[src/rtl/fcims_restock.sv]
// fcims_restock: restock cost calculator for one item.
// Accepts a restock request and clips the quantity to the free room below CAP.
// Prices the accepted quantity with a 4-cycle shift-add multiply and keeps a
// running total of spend.
// Optional feature: define FCIMS_RESTOCK_SAT_EN to make the running total
// saturate at 255. The default build wraps modulo 256.
module fcims_restock #(
  parameter int CAP = 15
) (
  input  logic       clk,
  input  logic       reset,
  input  logic       req_valid,
  output logic       req_ready,
  input  logic [3:0] uprice,
  input  logic [3:0] nadd,
  input  logic [3:0] ct,
  input  logic       tcost_clr,
  output logic       rsp_valid,
  output logic [7:0] cost,
  output logic [3:0] new_ct,
  output logic [7:0] tcost,
  output logic       full,
  output logic       clipped
);

  localparam logic [3:0] CAP_V = 4'(CAP);

  typedef enum logic [1:0] {IDLE, MUL, RESP} state_t;

  state_t      state, next_state;
  logic        accept, mul_step, resp_load;
  logic [3:0]  room, qty;
  logic [2:0]  cnt;
  logic [7:0]  mcand, acc;
  logic [3:0]  mplier;
  logic [3:0]  new_ct_pend;
  logic        clip_pend;
  logic [8:0]  tsum;
  logic [7:0]  tnext;

  // Next-state and handshake decode.
  // NOTE: every signal driven here gets a default first so no latch is inferred.
  always_comb begin
    next_state = state;
    req_ready  = 1'b0;
    accept     = 1'b0;
    mul_step   = 1'b0;
    resp_load  = 1'b0;
    case (state)
      IDLE: begin
        req_ready = 1'b1;
        if (req_valid) begin
          accept     = 1'b1;
          next_state = MUL;
        end
      end
      MUL: begin
        if (cnt == 3'd4) begin
          resp_load  = 1'b1;
          next_state = RESP;
        end else begin
          mul_step = 1'b1;
        end
      end
      RESP:    next_state = IDLE;
      default: next_state = IDLE;
    endcase
  end

  // Quantity clipping and running-total arithmetic.
  always_comb begin
    room  = (ct < CAP_V) ? (CAP_V - ct) : 4'd0;
    qty   = (nadd < room) ? nadd : room;
    // Clear-then-add when a clear lands on the response edge.
    tsum  = {1'b0, (tcost_clr ? 8'd0 : tcost)} + {1'b0, acc};
`ifdef FCIMS_RESTOCK_SAT_EN
    tnext = tsum[8] ? 8'hFF : tsum[7:0];
`else
    tnext = tsum[7:0];
`endif
  end

  // State register.
  // NOTE: sequential state uses non-blocking assignments so every flop samples pre-edge values.
  always_ff @(posedge clk) begin
    if (!reset) state <= IDLE;
    else        state <= next_state;
  end

  // Datapath: capture, shift-add multiply, response and running-total registers.
  // NOTE: all datapath registers are reset so an abandoned request leaves nothing behind.
  always_ff @(posedge clk) begin
    if (!reset) begin
      cnt         <= '0;
      mcand       <= '0;
      mplier      <= '0;
      acc         <= '0;
      new_ct_pend <= '0;
      clip_pend   <= 1'b0;
      rsp_valid   <= 1'b0;
      cost        <= '0;
      new_ct      <= '0;
      tcost       <= '0;
      full        <= 1'b0;
      clipped     <= 1'b0;
    end else begin
      rsp_valid <= resp_load;
      if (accept) begin
        cnt         <= '0;
        acc         <= '0;
        mcand       <= {4'd0, uprice};
        mplier      <= qty;
        new_ct_pend <= (ct >= CAP_V) ? CAP_V : (ct + qty);
        clip_pend   <= (qty < nadd);
      end
      if (mul_step) begin
        acc    <= acc + (mplier[0] ? mcand : 8'd0);
        mcand  <= {mcand[6:0], 1'b0};
        mplier <= {1'b0, mplier[3:1]};
        cnt    <= cnt + 3'd1;
      end
      if (resp_load) begin
        cost    <= acc;
        new_ct  <= new_ct_pend;
        full    <= (new_ct_pend == CAP_V);
        clipped <= clip_pend;
        tcost   <= tnext;
      end else if (tcost_clr) begin
        tcost <= '0;
      end
    end
  end

endmodule

[config.mk]
export PLATFORM = sky130hd
export DESIGN_NAME = fcims_restock
export DESIGN_NICKNAME = d
export VERILOG_FILES = /design/src/rtl/fcims_restock.sv
export SDC_FILE = /design/constraint.sdc
export NUM_CORES = 1
export LEC_CHECK = 0
export ABC_AREA = 0
export BUFFER_PORTS_ARGS = -buffer_cell sky130_fd_sc_hd__buf_2
export CAP_MARGIN = 20
export CORE_MARGIN = 2
export CORE_UTILIZATION = 58
export CTS_CLUSTER_DIAMETER = 60
export DETAILED_ROUTE_END_ITERATION = 10
export GPL_TIMING_DRIVEN = 0
export PLACE_DENSITY_LB_ADDON = 0.2
export SYNTH_ARGS = -nofsm -noshare
export SYNTH_HDL_FRONTEND = slang
export SYNTH_SLANG_ARGS = --single-unit
[constraint.sdc]
create_clock -name clk -period 2.99 [get_ports clk]
set_clock_uncertainty 0.1 [all_clocks]
set_input_delay 0.598 -clock clk [delete_from_list [all_inputs] [get_ports clk]]
set_output_delay 0.598 -clock clk [all_outputs]
set_load 0.01 [all_outputs]
==> results of run 1 <==
report_power, final:
group	switching, mW	total (mW)	internal (mW)
sequential	0.0174	0.744	0.726
clock	0.226	0.389	0.163
combinational	0.111	0.189	0.0778
total	0.355	1.32	0.967
kinds of logic (layout without fill, tap and decap cells):
group,after synthesis,count (layout)
multiplexers,4,4
XOR/XNOR,10,10
adder cells (fa/ha/maj),28,28
AND/OR/NAND/NOR,126,126
AO/OA/AOI/OAI,99,99
flip-flops,53,53
buffers and inverters,31,78
critical path: stages:
cell	delay, ns
buf_2	0.13
clkbuf_1	0.10
ha_1	0.27
o21a_1	0.14
o2bb2ai_1	0.16
o21ai_0	0.57
ha_1	0.35
a21o_1	0.16
a21oi_1	0.17
xnor2_1	0.14
a21oi_1	0.08
cell usage after synthesis (all sizes together) (2+ instances only):
| library cell | n |
|---|---|
| a21o | 3 |
| o211ai | 2 |
| o21a | 4 |
| mux2i | 3 |
| nand3 | 7 |
| a21boi | 2 |
| a21oi | 35 |
| buf | 11 |
| clkbuf | 5 |
| dfxtp | 53 |
| nor2 | 28 |
| or3 | 2 |
| a31o | 2 |
| ha | 25 |
| o21bai | 2 |
| o22ai | 4 |
| nand2 | 53 |
| nor4 | 2 |
| inv | 15 |
| o21ai | 10 |
| nor2b | 10 |
| xor2 | 4 |
| fa | 3 |
| a211o | 3 |
| a22oi | 12 |
| a211oi | 2 |
| o221a | 2 |
| and2 | 10 |
| or2 | 2 |
| nand4 | 3 |
| nor3 | 2 |
| a2111oi | 2 |
| o221ai | 3 |
| o2bb2ai | 5 |
| xnor2 | 6 |
| nand2b | 2 |
flip-flops by register name (all words and copies together) (netlist names):
register	flops
acc	8
cost	8
rsp_valid	1
state	2
mplier	4
clipped	1
new_ct	4
full	1
mcand	8
tcost	8
clip_pend	1
cnt	3
new_ct_pend	4
per-layer routing:
metal	part of all wire (%)	up-vias
met2	49	53
met3	2.9	11
li1	-	1335
met5	0	-
met1	46	1214
met4	2.0	0
worst paths after layout:
path / endpoint / cells past startpoint / slack [ns] / from
worst min-delay path: cost[1]$_SDFFE_PN0P_ / 2 / 0.36 / cost[1]$_SDFFE_PN0P_
worst min register to register: cost[1]$_SDFFE_PN0P_ / 2 / 0.36 / cost[1]$_SDFFE_PN0P_
worst max register to register: acc[7]$_SDFFE_PN0P_ / 7 / 0.73 / mplier[0]$_SDFFE_PN0P_
worst max-delay path: new_ct_pend[3]$_SDFFE_PN0P_ / 11 / 0.21 / ct[3]
metrics by stage:
| step | hold slack (ns) | instance area, µm² | instances | total power, mW |
|---|---|---|---|---|
| floorplan | 0.332 | 3050 | 351 | 0.890 |
| global placement | 0.341 | 3330 | 460 | 0.942 |
| detailed placement | 0.344 | 3330 | 460 | 0.948 |
| CTS | 0.358 | 3410 | 468 | 1.33 |
| global route | 0.379 | 3410 | 468 | 1.38 |
| finish | 0.356 | 3410 | 468 | 1.32 |
cell type report:
type	instances	area share, %
clock buffers	6	2.13
inverters	15	1.65
repair buffers	39	5.72
flip-flops and latches	53	31.1
clock inverters	2	0.293
multi-input cells	267	53.4
plain buffers	16	3.08
well taps	70	2.57
==> results.sh, run 1 <==
export IMPL_mostFrequentLayoutCell="dfxtp_1"
export IMPL_cts_root_buf="clkbuf_8"
export IMPL_synthXorXnorAreaFrac_pct=2.88
export IMPL_worst_setup_path_end_kind="flip-flop"
export IMPL_die_h_um=76.5
export IMPL_drtPass1Iterations=4
export IMPL_antenna_cells=0
export IMPL_wl_per_cell_um=14.3
export IMPL_grt_pass1_vias=2455
export IMPL_dpl_hpwl_um=5180
export IMPL_yosys_warnings=0
export IMPL_yosysUniqueCellTypes=65
export IMPL_hold_viol=0
export IMPL_core_area_mm2=0.00507
export IMPL_syn_avg_cell_area_um2=8.68
export IMPL_syn_num_nets=395
export IMPL_cts_tree="done"
export IMPL_cts_setup_buffers=0
export IMPL_postRouteAntennaNets=0
export IMPL_period_minus_slack_ns=2.78
export IMPL_wl_um=6670
export IMPL_num_vias=2613
export IMPL_gp_congestion=0.857
export IMPL_synth_top_area_share_pct=34.8
export IMPL_multi_input_area_mm2=0.00182
export IMPL_cap_violations=0
export IMPL_total_leakage_power_nw=1.50
export IMPL_antenna_found_initial=0
export IMPL_grt_util_all_layers_pct=23.7
export IMPL_use_met3_pct=3.67
export IMPL_syn_inst=351
export IMPL_synth_area_mm2=0.00305
export IMPL_cts_clk_slew_worst_paths_ns=0.09
export IMPL_synth_fa_ha_area_share_pct=12.2
export IMPL_synth_seq_cells=53
export IMPL_synth_compound_area_share_pct=22.1
export IMPL_cts_buffers=5
export IMPL_post_route_util_pct=67.2
export IMPL_status="finished clean"
export IMPL_chipWidth_um=76.5
export IMPL_htree_levels=2
export IMPL_met1_usage_pct=29.6
export IMPL_cts_hold_buf=0
export IMPL_grt_pass1_wl_um=11300
export IMPL_arrival_ns=2.87
export IMPL_clock_latency_ns=0.30
export IMPL_synthFlopType="dfxtp_1"
export IMPL_vdd_ir_drop_max_v=0.000290
export IMPL_layout_drive_gt1_share_pct=17.6
export IMPL_dieArea_mm2=0.00585
export IMPL_io_buffers=39
export IMPL_rsz0062_at_grt="no"
export IMPL_dp_slack_ns=-0.114
export IMPL_drv_slew=0
export IMPL_grt_max_degree=16
export IMPL_drc=0
export IMPL_clock_path_buffers=2
export IMPL_crit_path_start_kind="input port"
export IMPL_tightest_slew_ns=0.660
export IMPL_fin_ws_ns=0.212
export IMPL_ff_latch_area_mm2=0.00106
export IMPL_synthTopCellsByArea="dfxtp_1, ha_1, nand2_1"
export IMPL_finalCritPeriodShare_pct=92.9
export IMPL_clkSinkCount=53
export IMPL_yosysTopAreaCell="dfxtp_1"
export IMPL_pwr_density_cell_mw_per_mm2=387
export IMPL_timing_fmax_mhz=360
export IMPL_layout_area_overhead_vs_synth_pct=12.0
export IMPL_worstPathRequired_ns=3.08
export IMPL_start_util_pct=60.0
export IMPL_path_class="in -> reg"
export IMPL_crit_path_max_fanout=6
export IMPL_placementRows=26
export IMPL_mostFrequentLayoutCells="dfxtp_1, nand2_1, buf_2"
export IMPL_setup_tns_ns=0
export IMPL_synth_edff_count=0
export IMPL_n_fill_cell=461
export IMPL_finalNetCount=441
export IMPL_dr_first_iter_drc_count=104
export IMPL_viasPerCell=5.58
export IMPL_io_pins=40
export IMPL_async_reset_ff_share_pct=0
export IMPL_busiest_layer="met2"
export IMPL_synthMuxAreaShare_pct=1.36
export IMPL_finalSetupViolCount=0
export IMPL_min_path_type="reg -> reg"
export IMPL_synthSimpleGateAreaFrac_pct=21.2
export IMPL_grt_ovfl_total=0
export IMPL_grt_use_met2_pct=41.2
export IMPL_synth_top_family_by_area="compound AO/OA/AOI/OAI gates"
export IMPL_ctsResizeCount=0
export IMPL_relSlewSlack_pct=55.6
export IMPL_ys_seq_area_share_pct=34.8
No activity file was read; power rests on OpenSTA's default activity.
==> run 2, diff against run 1 <==
--- a/config.mk
+++ b/config.mk
@@ -10,6 +10,7 @@
 export CAP_MARGIN = 20
 export CORE_MARGIN = 2
 export CORE_UTILIZATION = 58
+export CTS_BUF_LIST = sky130_fd_sc_hd__clkbuf_16
 export CTS_CLUSTER_DIAMETER = 60
 export DETAILED_ROUTE_END_ITERATION = 10
 export GPL_TIMING_DRIVEN = 0
==> results.sh, run 2 (same netlist as run 1, synthesis figures left out) <==
export IMPL_crit_path_start_kind="input port"
export IMPL_period_minus_slack_ns=2.79
export IMPL_fin_ws_ns=0.199
export IMPL_wl_per_cell_um=14.5
export IMPL_mostFrequentLayoutCells="dfxtp_1, nand2_1, buf_2"
export IMPL_cts_clk_slew_worst_paths_ns=0.07
export IMPL_drtPass1Iterations=5
export IMPL_cap_violations=0
export IMPL_antenna_found_initial=0
export IMPL_drc=0
export IMPL_relSlewSlack_pct=55.7
export IMPL_wl_um=6780
export IMPL_postRouteAntennaNets=0
export IMPL_crit_path_max_fanout=6
export IMPL_layout_area_overhead_vs_synth_pct=13.8
export IMPL_finalNetCount=441
export IMPL_grt_ovfl_total=0
export IMPL_min_from="cost[0]$_SDFFE_PN0P_"
export IMPL_finalCritPeriodShare_pct=93.3
export IMPL_grt_pass1_wl_um=11400
export IMPL_grt_pass1_vias=2460
export IMPL_grt_max_degree=16
export IMPL_dr_first_iter_drc_count=138
export IMPL_gp_congestion=0.857
export IMPL_placementRows=26
export IMPL_chipWidth_um=76.5
export IMPL_cts_root_buf="clkbuf_16"
export IMPL_reg2regPathDepth=7
export IMPL_total_leakage_power_nw=1.53
export IMPL_antenna_cells=0
export IMPL_num_vias=2639
export IMPL_min_path_type="reg -> reg"
export IMPL_layout_drive_gt1_share_pct=17.6
export IMPL_hold_viol=0
export IMPL_finalSetupViolCount=0
export IMPL_clock_path_buffers=2
export IMPL_r2r_start="mplier[0]$_SDFFE_PN0P_"
export IMPL_cts_tree="done"
export IMPL_clock_latency_ns=0.29
export IMPL_p_total_mw=1.49
export IMPL_status="finished clean"
export IMPL_cts_setup_buffers=0
export IMPL_start_util_pct=60.0
export IMPL_mostFrequentLayoutCell="dfxtp_1"
export IMPL_clkSinkCount=53
export IMPL_cts_hold_buf=0
export IMPL_core_area_mm2=0.00507
export IMPL_viasPerCell=5.64
export IMPL_tightest_slew_ns=0.657
export IMPL_dpl_hpwl_um=5180
export IMPL_cp_startpoint="ct[3]"
export IMPL_path_class="in -> reg"
export IMPL_arrival_ns=2.86
export IMPL_cts_buffers=5
export IMPL_rsz0062_at_grt="no"
export IMPL_die_h_um=76.5
export IMPL_dieArea_mm2=0.00585
export IMPL_dp_slack_ns=-0.114
export IMPL_io_pins=40
export IMPL_ctsResizeCount=0
export IMPL_fin_area_mm2=0.00347
export IMPL_worstPathRequired_ns=3.06
export IMPL_drv_slew=0
export IMPL_timing_fmax_mhz=358
export IMPL_io_buffers=39
export IMPL_htree_levels=2
export IMPL_post_route_util_pct=68.3
export IMPL_whs_path_depth=2
export IMPL_vdd_ir_drop_max_v=0.000285
export IMPL_dpl_cell_area_mm2=0.00333
export IMPL_pwr_density_cell_mw_per_mm2=428
export IMPL_grt_util_all_layers_pct=24.1
export IMPL_worst_setup_path_end_kind="flip-flop"
## run 2: cell count changes in the layout (fill, tap and decap cells not counted)
cell       before  now
clkbuf_1        6    5
inv_1          15   16
clkbuf_8        5    0
clkbuf_16       0    5
## run 2: worst max-delay path: stages
cell       delay, ns
buf_2           0.13
clkbuf_1        0.09
ha_1            0.27
o21a_1          0.14
o2bb2ai_1       0.16
o21ai_0         0.57
ha_1            0.35
a21o_1          0.16
a21oi_1         0.17
xnor2_1         0.14
a21oi_1         0.08
## run 2: path summary, 6_finish.rpt
path | to | slack (ns)
max | new_ct_pend[3]$_SDFFE_PN0P_ | 0.20
min | cost[0]$_SDFFE_PN0P_ | 0.35
max reg2reg | acc[7]$_SDFFE_PN0P_ | 0.73
min reg2reg | cost[0]$_SDFFE_PN0P_ | 0.35
## run 2: metal layers
metal	track usage, %	wire length, µm	vias up
met1	29.8	3030	1228
met3	4.74	303	13
met2	41.9	3310	66
met5	0	0	-
li1	-	-	1332
met4	7.82	139	0
## run 2: stage by stage
stage / setup TNS, ns / std cells / hold WS [ns]
after floorplan: 0 / 351 / 0.332
after global routing: 0 / 468 / 0.374
after detailed placement: -0.159 / 460 / 0.344
final: 0 / 468 / 0.352
after CTS: 0 / 468 / 0.354
after global placement: -0.0277 / 460 / 0.341
## run 2: power breakdown
group	internal (mW)	switching [mW]	total (mW)	leakage (nW)
registers	0.727	0.0173	0.744	0.430
logic	0.0778	0.111	0.189	1.03
clock network	0.305	0.248	0.553	0.0748
total	1.11	0.376	1.49	1.53
## run 2: cell type report
type | count | area [µm²]
Multi-Input combinational cell | 267 | 1820
Fill cell | 459 | 1610
Sequential cell | 53 | 1060
Timing Repair Buffer | 39 | 195
Clock buffer | 5 | 125
Buffer | 16 | 105
Tap cell | 70 | 87.6
Inverter | 15 | 56.3
Clock inverter | 3 | 13.8
==> run 3, diff against run 2 <==
--- a/config.mk
+++ b/config.mk
@@ -9,11 +9,12 @@
 export BUFFER_PORTS_ARGS = -buffer_cell sky130_fd_sc_hd__buf_2
 export CAP_MARGIN = 20
 export CORE_MARGIN = 2
-export CORE_UTILIZATION = 58
+export CORE_UTILIZATION = 60
 export CTS_BUF_LIST = sky130_fd_sc_hd__clkbuf_16
 export CTS_CLUSTER_DIAMETER = 60
 export DETAILED_ROUTE_END_ITERATION = 10
 export GPL_TIMING_DRIVEN = 0
+export HOLD_SLACK_MARGIN = 0.03
 export PLACE_DENSITY_LB_ADDON = 0.2
 export SYNTH_ARGS = -nofsm -noshare
 export SYNTH_HDL_FRONTEND = slang
==> constraint.sdc (replaced) <==
create_clock -name clk -period 3.32 [get_ports clk]
set_clock_uncertainty 0.1 [all_clocks]
set_input_delay 0.664 -clock clk [delete_from_list [all_inputs] [get_ports clk]]
set_output_delay 0.664 -clock clk [all_outputs]
set_load 0.01 [all_outputs]
==> results.sh, run 3 (same netlist as run 1, synthesis figures left out) <==
export IMPL_status="finished clean"
export IMPL_met1_usage_pct=33.5
export IMPL_cts_tree="done"
export IMPL_dp_cells=457
export IMPL_ctsResizeCount=0
export IMPL_dr_first_iter_drc_count=147
export IMPL_grt_use_met2_pct=45.9
export IMPL_cap_violations=0
export IMPL_min_from="new_ct[3]$_SDFFE_PN0P_"
export IMPL_crit_chain="buf_2, clkbuf_1, ha_1, o21a_1, o2bb2ai_1, o21ai_0, ha_1, a21o_1, a21oi_1, xnor2_1, a21oi_1"
export IMPL_sw_frac_of_total_pct=24.9
export IMPL_io_pins=40
export IMPL_clock_path_buffers=2
export IMPL_num_vias=2675
export IMPL_clkSinkCount=53
export IMPL_grt_util_all_layers_pct=26.1
export IMPL_cpPeakStageDelay_ns=0.51
export IMPL_cts_clk_slew_worst_paths_ns=0.06
export IMPL_layout_area_overhead_vs_synth_pct=13.6
export IMPL_r2r_end="acc[7]$_SDFFE_PN0P_"
export IMPL_setup_tns_ns=0
export IMPL_tightest_slew_ns=0.584
export IMPL_postRouteAntennaNets=0
export IMPL_timing_fmax_mhz=365
export IMPL_gp_congestion=0.890
export IMPL_use_met3_pct=4.02
export IMPL_drv_slew=0
export IMPL_critical_path_top_delay_family="compound AO/OA/AOI/OAI gates"
export IMPL_antenna_cells=0
export IMPL_mostFrequentLayoutCells="dfxtp_1, nand2_1, buf_2"
export IMPL_drtPass1Iterations=4
export IMPL_whs_path_depth=2
export IMPL_r2r_start="mplier[0]$_SDFFE_PN0P_"
export IMPL_grt_pass1_wl_um=11200
export IMPL_placementRows=25
export IMPL_core_area_mm2=0.00482
export IMPL_viasPerCell=5.75
export IMPL_crit_path_start_kind="input port"
export IMPL_instances_no_fill=465
export IMPL_finalNetCount=441
export IMPL_vdd_ir_drop_max_v=0.000214
export IMPL_grt_pass1_vias=2432
export IMPL_arrival_ns=2.82
export IMPL_io_buffers=39
export IMPL_worstPathRequired_ns=3.40
export IMPL_busiest_layer="met2"
export IMPL_dpl_hpwl_um=5190
export IMPL_crit_buf_inv=2
export IMPL_wl_um=6880
export IMPL_clkPwrFrac_pct=36.6
export IMPL_relSlewSlack_pct=60.7
export IMPL_crit_slowest_cell="o21ai_0"
export IMPL_power_switching_uw=330
export IMPL_dieArea_mm2=0.00566
export IMPL_grt_ovfl_total=0
export IMPL_rrSetupSlack_ns=1.05
export IMPL_mostFrequentLayoutCell="dfxtp_1"
export IMPL_clock_latency_ns=0.29
export IMPL_die_h_um=75.2
export IMPL_cts_setup_buffers=0
export IMPL_comb_power_share_pct=12.7
export IMPL_path_class="in -> reg"
export IMPL_min_to="new_ct[3]$_SDFFE_PN0P_"
export IMPL_cts_buffers=5
export IMPL_total_leakage_power_nw=1.53
export IMPL_rsz0062_at_grt="no"
export IMPL_finalSetupViolCount=0
export IMPL_finalCritPeriodShare_pct=82.6
export IMPL_start_util_pct=63.2
export IMPL_htree_levels=2
export IMPL_crit_path_max_fanout=6
export IMPL_min_path_type="reg -> reg"
export IMPL_cts_root_buf="clkbuf_16"
export IMPL_wl_per_cell_um=14.8
export IMPL_chipWidth_um=75.2
export IMPL_reg2regPathDepth=7
export IMPL_drc=0
export IMPL_antenna_found_initial=0
export IMPL_seqPwrFrac_pct=50.7
export IMPL_n_fill_cell=432
export IMPL_p_int_uw=996
export IMPL_worst_setup_path_end_kind="flip-flop"
export IMPL_layout_drive_gt1_share_pct=17.1
export IMPL_period_minus_slack_ns=2.74
export IMPL_cts_hold_buf=0
export IMPL_hold_viol=0
export IMPL_grt_max_degree=15
export IMPL_pwr_density_cell_mw_per_mm2=383
-- run 3: changes by cell type in the layout (fill, tap and decap cells not counted) --
cell	change
inv_1	+2
clkinv_2	-2
-- run 3: tightest hold or removal path, cell delays in order (launching register included) --
cell     delay, ns
dfxtp_1       0.30
nand2_1       0.05
a21oi_1       0.05
-- run 3: worst max-delay path by stage --
| stage | start | to | slack [ns] | cells past startpoint |
|---|---|---|---|---|
| 4_1_cts | ct[3] | new_ct_pend[3]$_SDFFE_PN0P_ | 0.54 | 11 |
| 3_5_place_dp | ct[3] | new_ct_pend[3]$_SDFFE_PN0P_ | 0.23 | 11 |
| 5_1_grt | ct[3] | clip_pend$_SDFFE_PN0P_ | 0.36 | 10 |
| 2_1_floorplan | nadd[2] | new_ct_pend[3]$_SDFFE_PN0P_ | 0.65 | 10 |
| 3_3_place_gp | ct[3] | new_ct_pend[3]$_SDFFE_PN0P_ | 0.23 | 11 |
| 6_report | ct[3] | new_ct_pend[3]$_SDFFE_PN0P_ | 0.58 | 11 |
-- run 3: stage by stage --
| step | cell area (µm²) | hold WS, ns | util [%] | worst slack, ns | power (mW) |
|---|---|---|---|---|---|
| final | 3460 | 0.351 | 71.8 | 0.579 | 1.33 |
| after CTS | 3460 | 0.353 | 71.8 | 0.537 | 1.33 |
| after detailed placement | 3320 | 0.344 | 69.0 | 0.232 | 0.853 |
| after global routing | 3460 | 0.379 | 71.8 | 0.356 | 1.38 |
| after global placement | 3320 | 0.341 | 69.0 | 0.229 | 0.848 |
| after floorplan | 3050 | 0.332 | - | 0.650 | 0.801 |
-- run 3: routing by layer --
layer  vias to the layer above  wire length (µm)
met2                        69              3460
met4                         0                58
met5                         -                 0
met1                      1259              3070
met3                         6               294
li1                       1341                 -
-- run 3: power by group through the flow --
stage,Combinational [mW],Clock [mW],Sequential (mW)
finish,0.168,0.485,0.672
global route,0.187,0.522,0.674
CTS,0.169,0.491,0.671
detailed placement,0.168,0,0.685
global placement,0.164,0,0.684
floorplan,0.122,0,0.679
-- run 3: area by class of cell --
| type | instances | area (µm²) | area share [%] |
|---|---|---|---|
| buffer | 16 | 105 | 3.04 |
| clock buffer | 5 | 125 | 3.62 |
| clock inverter | 3 | 11.3 | 0.325 |
| inverter | 15 | 56.3 | 1.63 |
| sequential | 53 | 1060 | 30.7 |
| timing repair buffer | 39 | 195 | 5.64 |
| multi-input combinational | 267 | 1820 | 52.7 |
| tap | 67 | 83.8 | 2.42 |
